==> config.mk <==
export PLATFORM = sky130hd
export DESIGN_NAME = madd_scheduler
export DESIGN_NICKNAME = d
export VERILOG_FILES = /design/src/rtl/madd_scheduler.sv
export SDC_FILE = /design/constraint.sdc
export NUM_CORES = 1
export LEC_CHECK = 0
export ABC_AREA = 1
export BUFFER_PORTS_ARGS = -buffer_cell sky130_fd_sc_hd__buf_2
export CORE_MARGIN = 2
export CORE_UTILIZATION = 32
export CTS_BUF_LIST = sky130_fd_sc_hd__clkbuf_8
export DETAILED_ROUTE_END_ITERATION = 12
export SLEW_MARGIN = 10
export SYNTH_ARGS = -nofsm -noshare
export SYNTH_HDL_FRONTEND = slang
export SYNTH_SLANG_ARGS = --single-unit
==> constraint.sdc <==
create_clock -name clk -period 9.2 [get_ports clk]
set_input_delay 1.38 -clock clk [delete_from_list [all_inputs] [get_ports clk]]
set_output_delay 1.38 -clock clk [all_outputs]
set_load 0.005 [all_outputs]
==> src/rtl/madd_scheduler.sv <==
// rtl/madd_scheduler.sv - round-robin scheduler for a shared two-stage multiply-add unit
//
// Four requesters share one pipelined b = a*c + d unit. Each requester has its own
// runtime-writable coefficient pair {c, d}. At most one operation is issued per cycle,
// and its result appears two cycles after the grant, tagged with the requester index.
//
// Ports:
//   clk        rising-edge clock
//   reset      synchronous, active-high reset
//   req        per-requester request, bit i = requester i
//   a_bus      operands, requester i at a_bus[i*WIDTH +: WIDTH]
//   cfg_we     coefficient write strobe
//   cfg_sel    requester whose coefficients are written
//   cfg_c      new c value
//   cfg_d      new d value
//   grant      combinational one-hot (or zero) grant; operand is sampled this cycle
//   out_valid  registered result valid, high for exactly one cycle per result
//   out_id     requester index of the result
//   out_b      result a*c + d, 2*WIDTH bits, unsigned
module madd_scheduler #(
  parameter int WIDTH     = 4,
  parameter int C_DEFAULT = 4,
  parameter int D_DEFAULT = 3
) (
  input  logic                 clk,
  input  logic                 reset,
  input  logic [3:0]           req,
  input  logic [4*WIDTH-1:0]   a_bus,
  input  logic                 cfg_we,
  input  logic [1:0]           cfg_sel,
  input  logic [WIDTH-1:0]     cfg_c,
  input  logic [WIDTH-1:0]     cfg_d,
  output logic [3:0]           grant,
  output logic                 out_valid,
  output logic [1:0]           out_id,
  output logic [2*WIDTH-1:0]   out_b
);

  // Coefficient file, one {c, d} entry per requester.
  logic [WIDTH-1:0] coef_c [4];
  logic [WIDTH-1:0] coef_d [4];

  // Round-robin pointer: the requester scanned first in the current cycle.
  logic [1:0] ptr;

  // Arbiter result.
  logic       gnt_any;
  logic [1:0] gnt_id;

  // Issue-side datapath.
  logic [WIDTH-1:0]   a_sel;
  logic [2*WIDTH-1:0] product;

  // Stage 1 registers.
  logic               s1_valid;
  logic [1:0]         s1_id;
  logic [2*WIDTH-1:0] s1_prod;
  logic [WIDTH-1:0]   s1_d;

  // Arbiter: depends only on req, ptr and reset, so configuration writes can never
  // create a combinational path into grant.
  always_comb begin
    logic [1:0] idx;
    gnt_any = 1'b0;
    gnt_id  = 2'd0;
    idx     = 2'd0;
    if (!reset) begin
      for (int k = 0; k < 4; k++) begin
        idx = ptr + 2'(k);
        if (!gnt_any && req[idx]) begin
          gnt_any = 1'b1;
          gnt_id  = idx;
        end
      end
    end
  end

  assign grant = gnt_any ? (4'b0001 << gnt_id) : 4'b0000;

  // Operand and coefficient selection use the pre-edge coefficient values, so a
  // same-cycle write to the granted entry only affects later grants.
  assign a_sel   = a_bus[gnt_id*WIDTH +: WIDTH];
  assign product = {{WIDTH{1'b0}}, a_sel} * {{WIDTH{1'b0}}, coef_c[gnt_id]};

  always_ff @(posedge clk) begin
    if (reset) begin
      ptr       <= 2'd0;
      for (int i = 0; i < 4; i++) begin
        coef_c[i] <= WIDTH'(C_DEFAULT);
        coef_d[i] <= WIDTH'(D_DEFAULT);
      end
      s1_valid  <= 1'b0;
      s1_id     <= 2'd0;
      s1_prod   <= '0;
      s1_d      <= '0;
      out_valid <= 1'b0;
      out_id    <= 2'd0;
      out_b     <= '0;
    end else begin
      if (gnt_any) begin
        ptr <= gnt_id + 2'd1;
      end
      if (cfg_we) begin
        coef_c[cfg_sel] <= cfg_c;
        coef_d[cfg_sel] <= cfg_d;
      end

      // Stage 1: product, offset and tag of the operation granted this cycle.
      s1_valid <= gnt_any;
      s1_id    <= gnt_id;
      s1_prod  <= product;
      s1_d     <= coef_d[gnt_id];

      // Stage 2: final add. The sum cannot exceed 2*WIDTH bits for unsigned operands.
      out_valid <= s1_valid;
      out_id    <= s1_id;
      out_b     <= s1_prod + {{WIDTH{1'b0}}, s1_d};
    end
  end

endmodule

==> metrics list <==
* Antenna violation net count after detailed routing: 0
* Post-layout nets: between 500 and 600
- After legalization and detailed placement, the total HPWL measured between 5000 and 6000 µm.
* Antenna violations before repair: 0
- Total routed wirelength: slightly below 7000 µm
- Insertion delay of the later-clocked pin in the worst-skew pair: 0.33 ns
- Setup violations remaining at the end of the flow were counted as 0.
* Worst slew margin: between 50% and 60%
- The die covers 11600 µm².
- Post-route fraction of the period consumed by the critical path: between 50 and 60%
- Critical path required time: roughly 9.5 ns
- Post-synthesis instance total: roughly 420
- Wire length of the first global-routing pass: around 11000 µm
* Count of port buffers added during placement: 47
* Maximum fanout encountered on the critical timing path: 21
- Portion of the post-synthesis area used by sequential elements: roughly 44%
- Maximum root-to-sink buffer count: 2
- Number of buffers inserted by post-CTS setup repair: 0
- Together, buffers and inverters on the worst path number 5.
* Total global-route track usage: 12.4%
* Endpoint arrival time on the critical path: 5.26 ns
- Logic pwr share: 49.9%
* Worst-case vdd ir drop: between 100 and 150 µV
- The worst setup path is of the in -> reg kind.
* Final Slew Violations: 0
- Hold timing on the final database bottoms out at a slack of between 0.4 and 0.5 ns.
- Min-Delay Path Class: reg -> reg
- Number of gates given a new drive strength after cts: 0
* Avg Inst Size Synth: 8.25 µm²
* Ant. Diodes: 0
* Cell-internal power: between 0.0007 and 0.0008 W
* Die Span Y: 108 µm
- Routability-driven placement finished with a final weighted congestion of just over 0.8.
- Maximum frequency from static timing analysis: 0.200 GHz
- Sequential group share of total power: between 20 and 30%
* Number of hold buffers added after CTS: 0
- DR pass1 iterations: 4
- Sequence of cells on the critical path: buf_2 -> inv_1 -> nand2_1 -> inv_1 -> nand2_4 -> inv_2 -> nand3_1 -> nand2_1 -> nand3_1 -> fa_1 -> inv_1 -> fa_1 -> ha_1 -> a21oi_1 -> o21bai_1 -> a21o_1 -> a21oi_1 -> o21ai_0 -> a21oi_1
- Leakage power of the design: just under 2 nW
* Critical Path Start Type: input pin
- Areal power density over the cells: between 300 and 400 nW/µm²
* Most area-consuming cells after synthesis: sky130_fd_sc_hd__edfxtp_1 (28%), sky130_fd_sc_hd__dfxtp_1 (16%), sky130_fd_sc_hd__nand2_1 (9.6%)
* Share of Yosys cell area claimed by the top area cell type: approximately 28%
* CP top delay family: adder cells
- In this design, the stage delay of the slowest critical-path cell is about 0.56 ns.
* Largest net degree at the start of global routing: 30
- TritonCTS built the clock tree.
- In this run switching power makes up between 40% and 50% of total power.
- Number of design-rule violations left by the first detailed-router iteration: roughly 120
- On the final layout, the worst clock skew is around 0.011 ns.
- Setup repair after global routing left no endpoint under its margin.
- Root buf cell: sky130_fd_sc_hd__clkbuf_8
* Count of different cell masters after synthesis: 31
* Post-synthesis net count: 475
* Routed length per placed instance: 11.4 µm
* Starting density of the core: between 30% and 40%
- Floorplan Core Area: just over 10000 µm²
* Fraction of layout instances using a drive strength above 1: between 20% and 30%
- After detailed routing, the number of remaining DRC violations is 0.
* Via count of the first global-routing pass: between 2000 and 3000
* Number of vias per cell: between 4 and 5
- The synthesized design contains 60 register bits.
- Num CTS Buffers: 9
* CP startpoint: reset
* Ports placed on the boundary: 48
- Part of the total power dissipated in the clock network: about a fifth
* Number of max-capacitance violations reported: 0
* Total number of vias: between 2000 and 3000
- The clock tree synthesis step divided the H-tree into 3 levels.
* Switching power of the nets: 0.000503 W
- Clock sink count: 60
- At the pin with the least slew margin, the transition time is 0.741 ns.
- The number of failing hold endpoints at the final stage is 0.
- The startpoint identified for the worst register-to-register timing path is ptr[0].
* Hold Path Origin: s1_id[0]
* Area leader, netlist: sky130_fd_sc_hd__edfxtp_1
- The total overflow left after global routing is 0.
- The floorplan step set the die width to around 110 µm.
* Syn. warnings: 0
* Run status: finished clean
* Number of placement rows: 37
- Compared with the post-synthesis result, the final layout area differs by 15.7%.
- Kind of capture point of the worst setup path: register
- In this run the cell area of the synthesized design comes to 3440 µm².
* Clock period minus final worst setup slack: between 5 and 6 ns
* Clock slew seen by the registers of the worst setup and hold paths: 0.06 ns
- Total negative slack: 0 ns
- Critical-path top delay cell: sky130_fd_sc_hd__inv_1
-- final timing paths --
path | endpoint | slack, ns | depth (start not counted)
worst min-delay path | out_id[0] | 0.40 | 2
worst max register to register | s1_prod[7] | 4.76 | 23
worst min register to register | out_id[0] | 0.40 | 2
worst max-delay path | s1_prod[7] | 4.19 | 19
-- per-stage QoR --
step	worst slack [ns]	total power, W	std cells	instance area (µm²)	utilization, %
5_1_grt	3.89	0.00133	606	3980	38.4
6_report	4.19	0.00121	606	3980	38.4
3_5_place_dp	3.88	0.000975	590	3760	36.3
2_1_floorplan	4.56	0.000860	417	3440	-
4_1_cts	4.22	0.00123	606	3980	38.4
3_3_place_gp	3.98	0.000963	590	3760	36.3
-- cell usage in the layout, fill, tap and decap left out, types with 2 or more instances in the layout --
master and n:
sky130_fd_sc_hd__inv_1 62, sky130_fd_sc_hd__edfxtp_1 32, sky130_fd_sc_hd__buf_2 47, sky130_fd_sc_hd__nor2_1 55
sky130_fd_sc_hd__fa_1 5, sky130_fd_sc_hd__nand4_1 4, sky130_fd_sc_hd__nand3b_1 3, sky130_fd_sc_hd__nand2_1 88
sky130_fd_sc_hd__nand3_2 10, sky130_fd_sc_hd__o21ai_0 11, sky130_fd_sc_hd__ha_1 20, sky130_fd_sc_hd__nand2_2 16
sky130_fd_sc_hd__clkbuf_8 13, sky130_fd_sc_hd__inv_2 5, sky130_fd_sc_hd__dfxtp_1 28, sky130_fd_sc_hd__nand3_1 40
sky130_fd_sc_hd__a21oi_1 18, sky130_fd_sc_hd__nand2_4 2
-- worst register-to-register path, cell delays in order (launching register included) --
cell and delay [ns]:
sky130_fd_sc_hd__dfxtp_1 0.59, sky130_fd_sc_hd__inv_2 0.16, sky130_fd_sc_hd__nand2_1 0.11, sky130_fd_sc_hd__nand2_2 0.08
sky130_fd_sc_hd__nand2_1 0.07, sky130_fd_sc_hd__nand2_1 0.05, sky130_fd_sc_hd__nand2_1 0.06, sky130_fd_sc_hd__nand2_1 0.05
sky130_fd_sc_hd__nand2_1 0.06, sky130_fd_sc_hd__nand2_2 0.24, sky130_fd_sc_hd__nand2_8 0.29, sky130_fd_sc_hd__nand2_1 0.08
sky130_fd_sc_hd__nand3_1 0.13, sky130_fd_sc_hd__nand4_1 0.16, sky130_fd_sc_hd__fa_1 0.57, sky130_fd_sc_hd__inv_1 0.06
sky130_fd_sc_hd__fa_1 0.50, sky130_fd_sc_hd__ha_1 0.31, sky130_fd_sc_hd__a21oi_1 0.13, sky130_fd_sc_hd__o21bai_1 0.11
sky130_fd_sc_hd__a21o_1 0.17, sky130_fd_sc_hd__a21oi_1 0.15, sky130_fd_sc_hd__o21ai_0 0.09, sky130_fd_sc_hd__a21oi_1 0.15
-- metal layers --
metal,up-vias,track usage [%],share of wire [%]
li1,1425,-,-
met1,1200,15.1,46
met2,56,21.0,49
met3,4,3.75,4.6
met4,0,3.30,0.48
met5,-,0,0
-- kinds of logic (layout without fill, tap and decap cells) --
| group | Yosys count | count (layout) | share of synthesized area [%] |
|---|---|---|---|
| compound gates | 34 | 34 | 5.31 |
| flops | 60 | 60 | 44.2 |
| fa+ha+maj | 25 | 25 | 10.2 |
| buf+inv | 76 | 129 | 9.75 |
| simple gates | 222 | 222 | 30.5 |
-- power by group through the flow --
| stage | sequential [W] | clock (W) | combinational (W) |
|---|---|---|---|
| 2_1_floorplan | 0.000359 | 0 | 0.000501 |
| 3_3_place_gp | 0.000366 | 0 | 0.000597 |
| 3_5_place_dp | 0.000367 | 0 | 0.000609 |
| 4_1_cts | 0.000361 | 0.000254 | 0.000613 |
| 5_1_grt | 0.000367 | 0.000266 | 0.000701 |
| 6_report | 0.000360 | 0.000248 | 0.000606 |
-- cell usage after synthesis (all sizes together) --
cell and n:
nand2 107, a211oi 1, dfxtp 28, edfxtp 32
o31ai 1, and2 1, o21ai 11, o211ai 1
buf 7, nand3b 3, nand3 50, nor2 57
inv 66, clkbuf 3, ha 20, nand4 4
o21bai 1, a21o 1, fa 5, a21oi 18
-- registers in the layout, summed over array words and instances (netlist names) --
register,cells
ptr,2
out_id,2
out_b,8
coef_d,16
s1_prod,8
s1_valid,1
out_valid,1
coef_c,16
s1_d,4
s1_id,2
-- cell type report --
cell class | instances | area [µm²]
clock buffers | 13 | 179
clock inverters | 3 | 37.5
fillers | 1078 | 6390
inverters | 66 | 250
multi-input cells | 281 | 1590
flip-flops and latches | 60 | 1520
well taps | 136 | 170
repair buffers | 47 | 235
Note: power is estimated with default switching activity, not from simulation.
